$ cat src/rtl/asi_pkg.sv
// Shared types for the SRAM write/read arbiter: FSM states and requester sides.
// Latency: n/a (types and helper only).
// Backpressure: n/a.
package asi_pkg;

  typedef enum logic [1:0] {
    IDLE   = 2'd0,
    WBURST = 2'd1,
    RBURST = 2'd2
  } arb_state_e;

  typedef enum logic {
    SIDE_W = 1'b0,
    SIDE_R = 1'b1
  } arb_side_e;

  // Width of the per-grant beat counter used by the optional beat cap.
  localparam int BEAT_CNT_W = 8;

  // The side that should be favoured after the given side finishes a grant.
  function automatic arb_side_e other_side(input arb_side_e s);
    return (s == SIDE_W) ? SIDE_R : SIDE_W;
  endfunction

endpackage

$ cat src/rtl/asi_rd_pipe.sv
// Read-return qualifier delay: carries valid/last of each accepted read beat.
// Latency: exactly LAT cycles from in_vld_i to out_vld_o.
// Backpressure: none; the consumer always accepts, async clear drops in-flight beats.
module asi_rd_pipe #(
  parameter int LAT = 1
) (
  input  logic clk_i,
  input  logic rst_i,
  input  logic in_vld_i,
  input  logic in_last_i,
  output logic out_vld_o,
  output logic out_last_o
);

  logic [LAT-1:0] vld_q;
  logic [LAT-1:0] last_q;

  // Shift valid/last one stage per cycle; reset discards everything in flight.
  always_ff @(posedge clk_i or posedge rst_i) begin
    if (rst_i) begin
      vld_q  <= '0;
      last_q <= '0;
    end else begin
      vld_q[0]  <= in_vld_i;
      last_q[0] <= in_vld_i & in_last_i;
      for (int i = 1; i < LAT; i++) begin
        vld_q[i]  <= vld_q[i-1];
        last_q[i] <= last_q[i-1];
      end
    end
  end

  assign out_vld_o  = vld_q[LAT-1];
  assign out_last_o = last_q[LAT-1];

endmodule

$ cat src/rtl/asi_mem_arb.sv
// Write/read burst arbiter onto one single-port SRAM, round-robin with burst lock.
// Latency: grant one cycle after request in IDLE; SRAM access same cycle as beat; read return RD_LAT.
// Backpressure: w_ready/r_ready only for the granted side; read return has none. Macro ASI_ARB_BEATCAP_EN adds a per-grant beat cap.
module asi_mem_arb
  import asi_pkg::*;
#(
  parameter int AXI_AW    = 40,
  parameter int AXI_DW    = 128,
  parameter int MEM_AW    = 10,
  parameter int RD_LAT    = 1,
  parameter int MAX_BEATS = 16
) (
  input  logic                  usr_clk,
  input  logic                  usr_reset,
  input  logic                  w_valid,
  output logic                  w_ready,
  input  logic [AXI_AW-1:0]     w_addr,
  input  logic [AXI_DW-1:0]     w_data,
  input  logic [AXI_DW/8-1:0]   w_strb,
  input  logic                  w_last,
  input  logic                  r_valid,
  output logic                  r_ready,
  input  logic [AXI_AW-1:0]     r_addr,
  input  logic                  r_last,
  output logic [AXI_DW-1:0]     rd_data,
  output logic                  rd_valid,
  output logic                  rd_last,
  output logic                  mem_en,
  output logic                  mem_we,
  output logic [MEM_AW-1:0]     mem_addr,
  output logic [AXI_DW-1:0]     mem_wdata,
  output logic [AXI_DW/8-1:0]   mem_be,
  input  logic [AXI_DW-1:0]     mem_rdata
);

  localparam int BW  = AXI_DW / 8;
  localparam int OFS = $clog2(BW);

  arb_state_e state_q;
  arb_side_e  ptr_q;
  logic       w_rdy_q;
  logic       r_rdy_q;

  logic w_acc, r_acc;
  logic w_rel, r_rel;
  logic w_cap, r_cap;

  // A beat is accepted only on the side whose ready is registered high.
  assign w_acc = w_rdy_q & w_valid;
  assign r_acc = r_rdy_q & r_valid;

`ifdef ASI_ARB_BEATCAP_EN
  localparam logic [BEAT_CNT_W-1:0] CAP = BEAT_CNT_W'(MAX_BEATS);

  logic [BEAT_CNT_W-1:0] cnt_q;
  logic [BEAT_CNT_W-1:0] cnt_d;

  // Count includes the beat accepted this cycle; saturate rather than wrap.
  assign cnt_d = ((w_acc | r_acc) && (cnt_q != '1)) ? cnt_q + 1'b1 : cnt_q;
  assign w_cap = (state_q == WBURST) && (cnt_d >= CAP) && r_valid;
  assign r_cap = (state_q == RBURST) && (cnt_d >= CAP) && w_valid;
`else
  assign w_cap = 1'b0;
  assign r_cap = 1'b0;
`endif

  assign w_rel = (w_acc & w_last) | w_cap;
  assign r_rel = (r_acc & r_last) | r_cap;

  // Arbitration FSM with registered readies; pointer names the favoured side on contention.
  always_ff @(posedge usr_clk or posedge usr_reset) begin
    if (usr_reset) begin
      state_q <= IDLE;
      ptr_q   <= SIDE_W;
      w_rdy_q <= 1'b0;
      r_rdy_q <= 1'b0;
    end else begin
      case (state_q)
        IDLE: begin
          if (w_valid && (!r_valid || ptr_q == SIDE_W)) begin
            state_q <= WBURST;
            w_rdy_q <= 1'b1;
          end else if (r_valid) begin
            state_q <= RBURST;
            r_rdy_q <= 1'b1;
          end
        end
        WBURST: begin
          if (w_rel) begin
            state_q <= IDLE;
            w_rdy_q <= 1'b0;
            ptr_q   <= other_side(SIDE_W);
          end
        end
        RBURST: begin
          if (r_rel) begin
            state_q <= IDLE;
            r_rdy_q <= 1'b0;
            ptr_q   <= other_side(SIDE_R);
          end
        end
        default: begin
          state_q <= IDLE;
          w_rdy_q <= 1'b0;
          r_rdy_q <= 1'b0;
        end
      endcase
    end
  end

`ifdef ASI_ARB_BEATCAP_EN
  // Beats accepted in the current grant; cleared whenever the grant ends.
  always_ff @(posedge usr_clk or posedge usr_reset) begin
    if (usr_reset) begin
      cnt_q <= '0;
    end else if (state_q == IDLE || w_rel || r_rel) begin
      cnt_q <= '0;
    end else begin
      cnt_q <= cnt_d;
    end
  end
`endif

  assign w_ready = w_rdy_q;
  assign r_ready = r_rdy_q;

  // SRAM port follows the accepted beat combinationally; idle values forced to 0.
  assign mem_en    = w_acc | r_acc;
  assign mem_we    = w_acc;
  assign mem_addr  = w_acc ? w_addr[MEM_AW+OFS-1:OFS] :
                     r_acc ? r_addr[MEM_AW+OFS-1:OFS] : '0;
  assign mem_wdata = w_acc ? w_data : '0;
  assign mem_be    = w_acc ? w_strb : '0;

  // Upper address bits wrap away; sub-word bits select nothing in a word-wide SRAM.
  logic unused_addr_bits;
  assign unused_addr_bits = ^{w_addr[AXI_AW-1:MEM_AW+OFS], w_addr[OFS-1:0],
                              r_addr[AXI_AW-1:MEM_AW+OFS], r_addr[OFS-1:0]};

  asi_rd_pipe #(
    .LAT (RD_LAT)
  ) u_rd_pipe (
    .clk_i      (usr_clk),
    .rst_i      (usr_reset),
    .in_vld_i   (r_acc),
    .in_last_i  (r_last),
    .out_vld_o  (rd_valid),
    .out_last_o (rd_last)
  );

  // Data is only meaningful when qualified; keep it at 0 otherwise.
  assign rd_data = rd_valid ? mem_rdata : '0;

endmodule

$ cat config.mk
export PLATFORM = sky130hd
export DESIGN_NAME = asi_mem_arb
export DESIGN_NICKNAME = d
export VERILOG_FILES = /design/src/rtl/asi_pkg.sv /design/src/rtl/asi_rd_pipe.sv /design/src/rtl/asi_mem_arb.sv
export SDC_FILE = /design/constraint.sdc
export NUM_CORES = 1
export LEC_CHECK = 0
export BUFFER_PORTS_ARGS = -buffer_cell sky130_fd_sc_hd__buf_4
export CAP_MARGIN = 30
export CELL_PAD_IN_SITES_DETAIL_PLACEMENT = 1
export CELL_PAD_IN_SITES_GLOBAL_PLACEMENT = 1
export CORE_AREA = 2 2 252 254
export DETAILED_ROUTE_END_ITERATION = 6
export DIE_AREA = 0 0 254 256
export PLACE_DENSITY_LB_ADDON = 0.1
export SYNTH_ARGS = -nofsm -noshare
export SYNTH_HDL_FRONTEND = slang
export SYNTH_SLANG_ARGS = --single-unit
$ cat constraint.sdc
create_clock -name usr_clk -period 3.7 [get_ports usr_clk]
set_input_delay 0.925 -clock usr_clk [delete_from_list [all_inputs] [get_ports usr_clk]]
set_output_delay 0.925 -clock usr_clk [all_outputs]
set_load 0.05 [all_outputs]
# Word-level counts from Yosys, hierarchy flattened
# Index checks and enable logic that the tools add are counted.
# word_totals
ff_bits,7
out_inout_bits,288
# classes
n_eq_ne,8
mux,19
bitwise_logic,8
reduce_logical,9
# ops
operator,count
$mux W128,2
$mux W10,2
$mux W16,1
$ne A2 B2 Y1 const B,5
$reduce_and A3 Y1,3
$mux W2,4
$mux W1,6
$pmux W1 S3,2
$pmux W2 S3,1
$and A1 B1 Y1,4
$reduce_and A4 Y1,1
$ne A3 B3 Y1 const B,1
$not A1 Y1,3
$eq A2 B1 Y1 const B,1
$eq A2 B2 Y1 const B,1
$logic_not A2 Y1,1
$pmux W1 S2,1
$reduce_bool A2 Y1,1
$logic_and A1 B1 Y1,1
$logic_not A1 Y1,1
$logic_or A1 B1 Y1,1
$or A1 B1 Y1,1

# Depth between registers and ports, before layout
# logic_depth
word_depth,5
depth_mapped,4

# By module
# Synthesis repeated with hierarchy kept, for this count alone.
# unflattened
cells_unflattened,365
hier_area_um2,2314.7
# modules_own_cells
mod,n_inst,cells_per_inst,area_per_inst_um2,seq_area_each_um2
asi_mem_arb,1,361,2254.7,125.1
asi_rd_pipe,1,4,60.1,50.0

# Worst setup path after synthesis
# No wires, ideal clock.
# synth_timing
kind,input to output
start,in w_valid
end,out mem_addr[0]
t_arrival_ps,1838
path_slack_ps,937
cell_stages,4
path_buffers,1
path_cell_list,and2_1 > buf_6 > nor2_4 > a22o_1
# synth_between
elab_chain_len,2
# synth_lines
item,line,rtl
"start, declared",asi_mem_arb.sv:15,"input logic w_valid,"
$and A1 B1 Y1,asi_mem_arb.sv:49,assign w_acc = w_rdy_q & w_valid;
$mux W10,asi_mem_arb.sv:130,assign mem_addr = w_acc ? w_addr[MEM_AW+OFS-1:OFS] :
"end, declared",asi_mem_arb.sv:30,"output logic [MEM_AW-1:0] mem_addr,"
# Every way passes these cells.

# Worst setup path after layout
# layout_timing
start,in w_valid
end,out mem_wdata[69]
# layout_between
elab_chain_len,2
# layout_lines
item,line,rtl
$and A1 B1 Y1,asi_mem_arb.sv:49,
$mux W128,asi_mem_arb.sv:132,assign mem_wdata = w_acc ? w_data : '0;
"end, declared",asi_mem_arb.sv:31,"output logic [AXI_DW-1:0] mem_wdata,"
# Every way passes these cells.

==> results by group <==
STA
  – Max transition margin: 0.564
  – Unrepaired setup endpoints after global routing: false
  – Least-Margin Pin Slew: between 0.6 and 0.7 ns
  – Pins Over Slew Limit: 0
  – Final hold violation count: 0
  – Setup_tns: 0 ns
  – Period Utilization, post-route: 0.832
  – Final setup violation count: 0
  – Clock skew: roughly 0.0037 ns
  – Max frequency: around 320 MHz
  – Minimum clock period: between 3 and 4 ns

Synthesis
  – #FFs+latches synth: 7
  – Synth top area share: 0.385
  – Count of cell types in the netlist: 22
  – Sequential element share of the synthesized area: 0.0748
  – Synthesized netlist cell count: 365
  – Syn Nets: about 720
  – Average size of a mapped cell: approximately 6.4 um2
  – Post-synth top area cell: and3_1
  – Mapped cell area: about 0.0023 mm2
  – Synth area leaders: and3_1 (38%), and2_1 (34%), dfrtp_1 (7.5%)
  – Async S/R FF share, synth: 1.00
  – Post-synth EDFFs: 0
  – Synth cell count leaders: and3_1 (144), and2_1 (129), clkbuf_1 (35), a22o_1 (11), buf_2 (8)
  – Main flop type after synthesis: dfrtp_1
  – Count leader, synth: and3_1
  – Synthesis Warnings: 0

Clocking
  – Clock Latency Late Sink: 0.23 ns
  – CTS tree: done
  – Clk root buf: clkbuf_16
  – CTS sink cnt: 7
  – CTS Buf Count: 3
  – Post-CTS Setup Inserts: 0
  – Worst-path clk slew: roughly 0.040 ns
  – Hold buffers post-CTS: 0
  – Max Root-Sink Buffers: 2
  – H-tree depth: 1
  – Post-CTS Resized: 0

Detailed routing
  – Vias per cell: ~2.8
  – Initial drt markers: 130
  – Drt total wl: around 29000 um
  – Final ANT Viol Nets: 0
  – Detailed Routing Iterations Pass 1: 4
  – Routed length per instance: 16.3 um
  – # DRC: 0
  – Total number of vias: about 5000

Pwr
  – Peak supply drop: 0.000164 V
  – Leak pwr: approximately 4.4 nW
  – Pwr/cell area: between 500 and 600 mW/mm2

Hold path
  – Class of the worst hold path: register to register

Setup path
  – Critical Path AT: between 2 and 2.5 ns
  – Critical path endpoint category: output pin
  – Worst setup SP type: input port
  – Setup CP Type: input port to output pin
  – CP Data Required Time: about 2.8 ns
  – Crit path max fanout: 76

GRT
  – Global Route Usage Sum: 0.0801
  – Initial antenna violation count: 1
  – Largest net degree at the start of global routing: 143
  – Most used routing layer: met2
  – Met2 Resource Use GR: 0.177
  – First-pass GRT wire length: 37700 um
  – Grt ovf: 0
  – Vias in the first global route: 5289
  – M3 GR Usage: 0.0312
  – Met1 Usage GRT: 0.0630

Layout
  – Layout net count: between 1000 and 1500
  – Footprint of the multi-input gates: 0.00193 mm2
  – Layout cells sized above 1: 0.658
  – Seq. cell area: ~180 um2
  – Fillers: approximately 7600
  – Area growth syn-to-layout: 231%
  – Non-filler cells, final: roughly 1800

Floorplanning
  – Die Height: about 260 um
  – Full die area: 0.0650 mm2
  – Core Footprint: approximately 0.062 mm2
  – Num rows: ~90
  – Top Ports: around 650
  – Die Wd: between 200 and 300 um
  – Initial Util: 0.0375

Place
  – DP Wirelength: 25200 um
  – Gpl congestion: between 0.7 and 0.8
  – Placed Cells incl. Taps: approximately 1800
  – IO buf count: 585

Run
  – Maxcap violations: 0

Status
  – Status: finished, final reports clean
per-layer routing:
layer  routed length, um  part of all wire
met1                8100              0.28
met2               16800              0.59
met3                3480              0.12
met4                 314             0.011
met5                  13           0.00045
where the power goes:
group,total [W],internal (W),switching (W)
combinational,0.00382,0.00116,0.00266
sequential,0.000179,0.000110,0.0000690
clock,0.000185,0.000143,0.0000416
total,0.00419,0.00142,0.00277
worst max-delay path, stage by stage:
cell and delay [ns]:
buf_4 0.13, buf_4 0.53, and3_1 0.32, buf_4 0.22
metrics by stage:
step	utilization	hold slack, ns	setup slack, ns	power [W]	instance area (um2)
6_report	0.124	0.556	0.622	0.00419	7750
3_3_place_gp	0.123	0.556	0.545	0.00414	7670
3_5_place_dp	0.123	0.559	0.573	0.00410	7670
4_1_cts	0.124	0.576	0.570	0.00429	7750
2_1_floorplan	-	0.487	0.937	0.00269	2340
5_1_grt	0.124	0.590	0.511	0.00442	7750
path summary, 6_finish.rpt:
path	end	slack (ns)	cells after the start	startpoint
max in group asynchronous	w_ready	2.80	2	usr_reset
worst max-delay path	mem_wdata[69]	0.62	4	w_valid
worst min register to register	state_q[0]	0.56	1	state_q[1]
min in group asynchronous	w_ready	0.64	2	usr_reset
worst min-delay path	state_q[0]	0.56	1	state_q[1]
worst max register to register	ptr_q	2.52	3	w_ready
kinds of logic after synthesis:
group                  share of synthesized area
and+or+nand+nor                            0.756
AOI/OAI and AO/OA                         0.0689
buffers and inverters                     0.0999
DFF                                       0.0748
placed cells by master, fill, tap and decap left out:
cell type	n
a311oi_2	1
a31oi_1	1
and3_1	144
a21boi_2	1
and2_1	129
buf_12	3
dfrtp_4	1
or2b_1	1
o21ai_0	3
dfrtp_1	5
inv_1	4
nand3_1	3
diode_2	1
dfrtp_2	1
a21oi_1	2
nand2_1	4
nor2_4	1
clkbuf_1	1
buf_4	589
nor2_1	2
a21o_1	1
a22o_1	11
clkbuf_16	3
nand2b_1	1
sequential cells by signal (all words and copies together) (netlist names):
name,flops
w_ready,1
state_q,2
u_rd_pipe.out_last_o,1
ptr_q,1
u_rd_pipe.out_vld_o,1
r_ready,1
cell type report:
class                   instances  share of cell area
flip-flops and latches          7              0.0233
diodes                          1            0.000323
multi-input cells             305               0.249
inverters                       4             0.00194
well taps                     846               0.137
clock buffers                   4              0.0102
repair buffers                592               0.578
No activity file was read; power rests on OpenSTA's default activity.
